<file path="src/rtl/fetch_pc_unit.sv">
// Instruction-fetch and next-PC stage: handshaked fetch, one-instruction hold
// for execute, branch/jump resolution, self-loop halt and fetch-timeout trap.
//
// state | meaning
// IDLE  | one cycle after reset before the first fetch
// FETCH | imem_req high, waiting for imem_ready (bounded by TIMEOUT)
// EXEC  | instruction held; next PC resolved when stall is low
// HALT  | absorbing; left only through reset
module fetch_pc_unit #(
    parameter int              PC_W     = 12,
    parameter logic [PC_W-1:0] RESET_PC = '0,
    parameter int              TIMEOUT  = 15
) (
    input  logic            clk,
    input  logic            reset,
    output logic [PC_W-1:0] imem_addr,
    output logic            imem_req,
    input  logic [15:0]     imem_rdata,
    input  logic            imem_ready,
    output logic [15:0]     instr,
    output logic [3:0]      opcode,
    output logic            instr_valid,
    output logic [PC_W-1:0] pc,
    input  logic            jump,
    input  logic            beq,
    input  logic            bne,
    input  logic            blt,
    input  logic            bgt,
    input  logic            alu_zero,
    input  logic            alu_lt,
    input  logic            alu_gt,
    input  logic            stall,
    output logic            illegal_op,
    output logic            halted,
    output logic            fetch_err
);

    typedef enum logic [1:0] {S_IDLE, S_FETCH, S_EXEC, S_HALT} state_t;

    localparam logic [PC_W-1:0] PC_ONE    = PC_W'(1);
    localparam logic [7:0]      WAIT_LAST = 8'(TIMEOUT - 1);

    state_t          state, state_nx;
    logic [7:0]      wait_cnt, wait_cnt_nx;
    logic [15:0]     instr_nx;
    logic [PC_W-1:0] pc_nx;
    logic            fetch_err_nx;
    logic            first_exec, first_exec_nx;

    logic [PC_W-1:0] target, offset_ext, pc_inc, pc_branch;
    logic            taken, opcode_bad;

    assign opcode    = instr[15:12];
    assign imem_addr = pc;

    // Jump target zero-extends/truncates instr[11:0]; offset sign-extends instr[3:0].
    always_comb begin
        target     = '0;
        offset_ext = '0;
        for (int i = 0; i < PC_W; i++) begin
            if (i < 12) target[i] = instr[i];
            offset_ext[i] = (i < 4) ? instr[i] : instr[3];
        end
    end

    assign pc_inc     = pc + PC_ONE;
    assign pc_branch  = pc_inc + offset_ext;
    assign taken      = (beq & alu_zero) | (bne & ~alu_zero) | (blt & alu_lt) | (bgt & alu_gt);
    assign opcode_bad = (opcode == 4'h5) || (opcode == 4'h6) ||
                        (opcode == 4'hD) || (opcode == 4'hE);

    always_comb begin
        state_nx      = state;
        pc_nx         = pc;
        instr_nx      = instr;
        wait_cnt_nx   = wait_cnt;
        fetch_err_nx  = fetch_err;
        first_exec_nx = 1'b0;
        imem_req      = 1'b0;
        instr_valid   = 1'b0;
        illegal_op    = 1'b0;
        halted        = 1'b0;
        case (state)
            S_IDLE: state_nx = S_FETCH;
            S_FETCH: begin
                imem_req = 1'b1;
                if (imem_ready) begin
                    instr_nx      = imem_rdata;
                    wait_cnt_nx   = '0;
                    first_exec_nx = 1'b1;
                    state_nx      = S_EXEC;
                end else if (wait_cnt == WAIT_LAST) begin
                    fetch_err_nx = 1'b1;
                    state_nx     = S_HALT;
                end else begin
                    wait_cnt_nx = wait_cnt + 8'd1;
                end
            end
            S_EXEC: begin
                instr_valid = 1'b1;
                illegal_op  = first_exec & opcode_bad;
                if (!stall) begin
                    state_nx = S_FETCH;
                    if (jump) begin
                        if (target == pc) state_nx = S_HALT;
                        else              pc_nx    = target;
                    end else if (taken) begin
                        // offset -1 branches back onto itself
                        if (instr[3:0] == 4'hF) state_nx = S_HALT;
                        else                    pc_nx    = pc_branch;
                    end else begin
                        pc_nx = pc_inc;
                    end
                end
            end
            S_HALT:  halted   = 1'b1;
            default: state_nx = S_IDLE;
        endcase
    end

    always_ff @(posedge clk) begin
        if (reset) begin
            state      <= S_IDLE;
            pc         <= RESET_PC;
            instr      <= '0;
            wait_cnt   <= '0;
            fetch_err  <= 1'b0;
            first_exec <= 1'b0;
        end else begin
            state      <= state_nx;
            pc         <= pc_nx;
            instr      <= instr_nx;
            wait_cnt   <= wait_cnt_nx;
            fetch_err  <= fetch_err_nx;
            first_exec <= first_exec_nx;
        end
    end

endmodule

</file>
<file path="config.mk">
export PLATFORM = sky130hd
export DESIGN_NAME = fetch_pc_unit
export DESIGN_NICKNAME = d
export VERILOG_FILES = /design/src/rtl/fetch_pc_unit.sv
export SDC_FILE = /design/constraint.sdc
export NUM_CORES = 1
export LEC_CHECK = 0
export ABC_AREA = 1
export CORE_UTILIZATION = 41
export DETAILED_ROUTE_END_ITERATION = 8
export PLACE_DENSITY = 0.71
export SKIP_LAST_GASP = 1
export SLEW_MARGIN = 30
export SYNTH_ARGS = -nofsm -noshare
export SYNTH_HDL_FRONTEND = slang
export SYNTH_SLANG_ARGS = --single-unit
</file>
<file path="constraint.sdc">
create_clock -name clk -period 2.23 [get_ports clk]
set_clock_uncertainty 0.1 [all_clocks]
set_input_delay 0.446 -clock clk [delete_from_list [all_inputs] [get_ports clk]]
set_output_delay 0.446 -clock clk [all_outputs]
set_load 0.05 [all_outputs]
</file>
==> impl_metrics.json, run 1 <==
{
  "htree_levels": 2,
  "root_buffer": "clkbuf_8",
  "rsz0062_at_grt": "true",
  "cts.sinks": 40,
  "clkTransAtPathRegs_ns": 0.08,
  "max_freq_mhz": 417.2,
  "grt_max_degree": 22,
  "dpl-instance-area_mm2": 0.004172,
  "area_growth_pct": 54.39,
  "crit_arrival_ns": 2.48,
  "holdWs_ns": 0.3881,
  "maxSlewHeadroom": 0.6383,
  "routed-wl-met3_um": 401,
  "syn_area_mm2": 0.003050,
  "irDropWorstVdd_uv": 539.8,
  "drt_iter0_markers": 195,
  "cp_common_cell": "nand2_2",
  "dr_wl_met2_mm": 4.779,
  "num-nets-final": 619,
  "worstMarginPinSlew_ns": 0.5409,
  "yosysSeqAreaShare": 0.2625,
  "initial_core_util": 0.4228,
  "hold_violations": 0,
  "criticalPathCategory": "register to register",
  "min_period_over_period": 1.075,
  "antenna_cells": 0,
  "dieArea_mm2": 0.007789,
  "max-cap-violations": 0,
  "grtUsageTotal": 0.2328,
  "coreArea_mm2": 0.007214,
  "cts_tree": "done",
  "grt-ovfl-total": 0,
  "critPathLaunchType": "register",
  "grt_pass1_vias": 3063,
  "clockBufferDepth": 2,
  "fin_ws_ns": -0.1670,
  "drive_gt1_frac": 0.2825,
  "hold_class": "register to register",
  "hpwl_mm": 6.701,
  "outcome": "finished, violations left",
  "crit_fanout": 4,
  "worstHoldPathCells": 2,
  "grt_pass1_wl_mm": 13.99,
  "antenna_found_initial": 0,
  "dieWidth_um": 88.26,
  "synthCells": 459,
  "cp_cell_sequence": "ha_4 -> nand3_4 -> nor2_4 -> nand2_4 -> nor2_4 -> xor2_4 -> ha_4 -> nand2_2 -> nand2_2 -> a21oi_2 -> nand3_2 -> nand2_2 -> nand3_1 -> nand2_1 -> nand3_1 -> nand2_1 -> a21oi_1",
  "crit_path_max_incr_delay_ns": 0.37,
  "synth_seq_cells": 40,
  "drt-wirelength-per-cell_um": 13.79,
  "worstSetupEndpointType": "register",
  "ys_warn_count": 0,
  "first_pass_iters": 4,
  "finalMaxSlewViolations": 0,
  "wl_met1_mm": 3.840,
  "postCtsHoldBufs": 0,
  "row_count": 31,
  "cts_buffers": 5,
  "drtAntennaViolNets": 0,
  "finalNonFillerCells": 669,
  "vias": 3383,
  "syn_avg_cell_area_um2": 6.646,
  "cp_slowest_cell": "dfxtp_4",
  "powerDensity_mw_per_mm2": 695.8,
  "routed.top_layer": "met4",
  "fp.dieH_um": 88.26,
  "port_buffers": 76,
  "finalCriticalPeriod_ns": 2.397,
  "n_fill_cell": 623,
  "routed_wl_mm": 9.226,
  "violations": "setup timing",
  "yosysUniqueCellTypes": 44,
  "place_ws_ns": -0.2026,
  "placed_cells": 650,
  "syn-num-nets": 509,
  "reg2reg_depth": 17,
  "insertion_delay_ns": 0.30,
  "setup_viol": 9,
  "final_area_mm2": 0.004710,
  "leakagePower_nw": 2.122,
  "drc": 0,
  "required_ns": 2.32,
  "io_pins": 77,
  "fin_setup_tns_ns": -0.9349,
  "gp_congestion": 0.8387,
  "post_drt_via_cell_ratio": 5.057
}
[worst paths after layout]
check	start	endpoint	slack, ns
setup / recovery	imem_addr[1]	imem_addr[11]	-0.17
setup reg to reg	imem_addr[1]	imem_addr[11]	-0.17
hold reg to reg	fetch_err	fetch_err	0.39
hold / removal	fetch_err	fetch_err	0.39
[cell families (layout without fill, tap and decap cells)]
| family | count (synthesis) | count (layout) | synth area share |
|---|---|---|---|
| adder cells (fa/ha/maj) | 22 | 22 | 0.09270 |
| AND/OR/NAND/NOR | 217 | 217 | 0.3179 |
| XOR/XNOR | 14 | 14 | 0.04266 |
| flip-flops | 40 | 40 | 0.2625 |
| buffers and inverters | 81 | 192 | 0.1247 |
| AO/OA/AOI/OAI | 85 | 85 | 0.1596 |
[cells in the final DEF, fill, tap and decap left out, types with 2 or more instances in the layout]
cell type,synthesis,layout
nand3_2,2,15
nor2_1,46,43
xor2_4,0,4
nor2_4,1,5
a22oi_1,2,2
nand4_1,10,10
nand2_1,107,89
clkbuf_8,0,5
dfxtp_2,0,3
or2_1,3,3
dlymetal6s2s_1,0,5
buf_6,1,2
a21oi_2,3,9
inv_2,5,7
nand2_4,0,4
o21a_1,2,2
o21ai_1,2,3
a21oi_1,35,29
nor3_2,3,2
nand3_4,1,3
dfxtp_4,0,7
ha_4,0,7
nand3_1,33,18
xor2_2,1,2
nand2_2,1,15
or2_2,3,2
ha_1,21,13
nor3_1,2,2
dfxtp_1,40,30
o21ai_0,31,29
inv_1,48,46
clkdlybuf4s50_1,0,65
nand3b_1,2,2
xor2_1,10,5
xnor2_1,3,2
buf_4,17,56
a221oi_1,4,4
[per-stage QoR]
stage	power (mW)	utilization
after floorplan	2.104	-
after detailed placement	2.663	0.5782
final	3.277	0.6528
after global placement	2.640	0.5782
after global routing	3.469	0.6528
after CTS	3.193	0.6150
[layer usage]
| layer | track usage | vias to the layer above |
|---|---|---|
| met5 | 0 | - |
| met4 | 0.07625 | 0 |
| met3 | 0.03825 | 19 |
| met2 | 0.4196 | 78 |
| met1 | 0.2814 | 1572 |
| li1 | - | 1714 |
[synth_stat cells (all sizes together)]
library cell | number | area share
inv | 54 | 0.067
fa | 1 | 0.0066
o21bai | 1 | 0.0025
a22o | 1 | 0.0029
buf | 22 | 0.051
nand3b | 2 | 0.0049
clkbuf | 4 | 0.0049
o21ai | 34 | 0.059
a211oi | 1 | 0.0025
a21boi | 1 | 0.0025
nor3b | 1 | 0.0025
nand4 | 10 | 0.021
clkinv | 1 | 0.0012
nor2 | 48 | 0.062
a22oi | 2 | 0.0049
nor3 | 5 | 0.013
nand2 | 108 | 0.13
nor4 | 1 | 0.0021
a21o | 1 | 0.0025
or2 | 6 | 0.012
ha | 21 | 0.086
o21a | 2 | 0.0049
dfxtp | 40 | 0.26
a21oi | 38 | 0.066
nand3 | 36 | 0.066
a221oi | 4 | 0.011
xor2 | 11 | 0.034
xnor2 | 3 | 0.0086
[layout make-up]
type,count,area [um2],area share
Sequential cell,40,830.8,0.1764
Inverter,55,209.0,0.04437
Clock inverter,2,12.51,0.002657
Clock buffer,6,72.57,0.01541
Multi-Input combinational cell,338,2285,0.4851
Tap cell,99,123.9,0.02630
Timing Repair Buffer,129,1176,0.2497
[power by group]
group | internal (mW) | switching [mW]
sequential | 0.820 | 0.123
combinational | 0.712 | 1.14
clock | 0.219 | 0.264
total | 1.75 | 1.53
[flip-flops by register name, indices dropped and copies added (netlist names)]
register,count
fetch_err,1
wait_cnt,8
state,2
instr,16
imem_addr,12
first_exec,1
[worst max-delay path: cells and delay by family, from the launching register on]
kind | cells | cell delay (ns)
simple gates | 12 | 0.98
fa+ha+maj | 2 | 0.39
flops | 1 | 0.37
compound gates | 2 | 0.22
xor+xnor | 1 | 0.21
[timing repair]
item / 4_1_cts / 5_1_grt
resized for setup: 30 / 48
endpoints found under the setup margin: 8 / 17
pin swaps: 21 / 38
buffers inserted: 8 / 3
Note: power is estimated with default switching activity, not from simulation.
==> run 2, diff against run 1 <==
--- a/config.mk
+++ b/config.mk
@@ -6,9 +6,11 @@
 export NUM_CORES = 1
 export LEC_CHECK = 0
 export ABC_AREA = 1
-export CORE_UTILIZATION = 41
+export CELL_PAD_IN_SITES_DETAIL_PLACEMENT = 1
+export CELL_PAD_IN_SITES_GLOBAL_PLACEMENT = 2
+export CORE_UTILIZATION = 24
 export DETAILED_ROUTE_END_ITERATION = 8
-export PLACE_DENSITY = 0.71
+export PLACE_DENSITY_LB_ADDON = 0.1
 export SKIP_LAST_GASP = 1
 export SLEW_MARGIN = 30
 export SYNTH_ARGS = -nofsm -noshare
==> impl_metrics.json, run 2 (synthesized netlist as in run 1, its figures left out) <==
{
  "required_ns": 2.34,
  "powerDensity_mw_per_mm2": 743.2,
  "drtAntennaViolNets": 0,
  "dieArea_mm2": 0.01317,
  "irDropWorstVdd_uv": 471.0,
  "drt_iter0_markers": 111,
  "fp.dieH_um": 114.7,
  "worstMarginPinSlew_ns": 0.5435,
  "drt-wirelength-per-cell_um": 14.57,
  "finalMaxSlewViolations": 0,
  "cts_tree": "done",
  "cp_cell_sequence": "inv_4 -> nor3_4 -> nand4_1 -> xor2_2 -> ha_1 -> nand2_1 -> inv_1 -> a21boi_2 -> nand3_1 -> nand2_1 -> nand3_2 -> nand3_1 -> nand2_1 -> a21oi_1",
  "max_freq_mhz": 420.6,
  "num-nets-final": 630,
  "grtUsageTotal": 0.1742,
  "initial_core_util": 0.2498,
  "cp_common_cell": "nand2_1",
  "largest_reg_flops": 16,
  "cts_buffers": 5,
  "grt_pass1_vias": 3549,
  "final_cell_mix": "nand2_1, clkdlybuf4s50_1, buf_4, inv_1, nor2_1",
  "drc": 0,
  "post_drt_via_cell_ratio": 4.487,
  "hpwl_mm": 8.475,
  "vias": 3361,
  "crit_arrival_ns": 2.49,
  "drive_gt1_frac": 0.2857,
  "maxSlewHeadroom": 0.6373,
  "criticalPathCategory": "register to register",
  "root_buffer": "clkbuf_16",
  "critPathLaunchType": "register",
  "crit_path_max_incr_delay_ns": 0.38,
  "grt_pass1_wl_mm": 17.88,
  "port_buffers": 76,
  "htree_levels": 2,
  "leakagePower_nw": 2.131,
  "worstSetupEndpointType": "register",
  "coreArea_mm2": 0.01221,
  "outcome": "finished, violations left",
  "routed_wl_mm": 10.92,
  "hold_class": "register to register",
  "top_register": "instr",
  "gp_congestion": 0.7628,
  "setup_viol": 6,
  "cts.sinks": 40,
  "final_common_cell": "nand2_1",
  "first_pass_iters": 4,
  "min_period_over_period": 1.066,
  "holdWs_ns": 0.3632,
  "violations": "setup timing",
  "grt-ovfl-total": 0,
  "p_total_mw": 3.714,
  "dieWidth_um": 114.7,
  "finalCriticalPeriod_ns": 2.378,
  "grt_max_degree": 22,
  "row_count": 40,
  "max-cap-violations": 0,
  "clkTransAtPathRegs_ns": 0.06,
  "cp_num_buf_inv": 2,
  "insertion_delay_ns": 0.28,
  "antenna_found_initial": 0,
  "antenna_cells": 0,
  "crit_fanout": 5,
  "io_pins": 77,
  "clockBufferDepth": 2,
  "crit_family": "simple AND/OR/NAND/NOR gates",
  "area_growth_pct": 63.82,
  "rsz0062_at_grt": "true",
  "cp_slowest_cell": "dfxtp_4",
  "fin_ws_ns": -0.1477,
  "hold_violations": 0
}
-- run 2: changes by cell type in the layout (fill, tap and decap cells not counted), sizes merged --
cell,change
buf,+12
dlymetal6s2s,-5
clkbuf,+2
clkdlybuf4s50,+2
dlygate4sd2,+2
clkinv,-1
clkinvlp,-1
-- run 2: worst register-to-register path: cells and delay by family, from the launching register on --
kind	cells	cell delay (ns)
AO/OA/AOI/OAI	2	0.26
XOR/XNOR	1	0.25
adder cells (fa/ha/maj)	1	0.30
buffers and inverters	2	0.13
flip-flops	1	0.38
AND/OR/NAND/NOR	8	0.90
-- run 2: report_power, final --
part / internal [mW] / switching (mW)
combinational: 0.745 / 1.17
clock: 0.544 / 0.298
sequential: 0.821 / 0.133
total: 2.11 / 1.60
-- run 2: final timing paths --
kind                      from            end  slack, ns  depth (start not counted)
setup reg to reg  imem_addr[3]  imem_addr[10]      -0.15                         14
setup / recovery  imem_addr[3]  imem_addr[10]      -0.15                         14
hold / removal     wait_cnt[7]    wait_cnt[7]       0.36                          2
hold reg to reg    wait_cnt[7]    wait_cnt[7]       0.36                          2
-- run 2: area by class of cell --
| class | count | area [um2] |
|---|---|---|
| Clock buffer | 8 | 177.7 |
| Fill cell | 1512 | 7214 |
| Inverter | 55 | 211.5 |
| Multi-Input combinational cell | 338 | 2292 |
| Sequential cell | 40 | 830.8 |
| Tap cell | 168 | 210.2 |
| Timing Repair Buffer | 140 | 1275 |
-- run 2: per-stage QoR --
stage	setup slack [ns]	setup TNS (ns)	utilization	cell area, um2	std cells
CTS	-0.1797	-0.6584	0.3953	4827	745
floorplan	-0.1817	-0.2895	-	3146	459
global route	-0.3212	-1.714	0.4092	4997	749
detailed placement	-0.3438	-2.017	0.3585	4378	732
global placement	-0.3158	-1.414	0.3585	4378	732
finish	-0.1477	-0.5830	0.4092	4997	749
-- run 2: metal layers --
| layer | track usage | vias up | routed length [um] |
|---|---|---|---|
| li1 | - | 1726 | - |
| met1 | 0.2184 | 1587 | 5118 |
| met2 | 0.3156 | 39 | 5399 |
| met3 | 0.02530 | 9 | 284 |
| met4 | 0.03810 | 0 | 114 |
| met5 | 0 | - | 0 |
-- run 2: what timing repair did --
| action | CTS | global route |
|---|---|---|
| resized for setup | 44 | 28 |
| endpoints found under the setup margin | 11 | 11 |
| hold buffers | 0 | 0 |
| pin swaps | 25 | 30 |
| setup buffers | 5 | 4 |
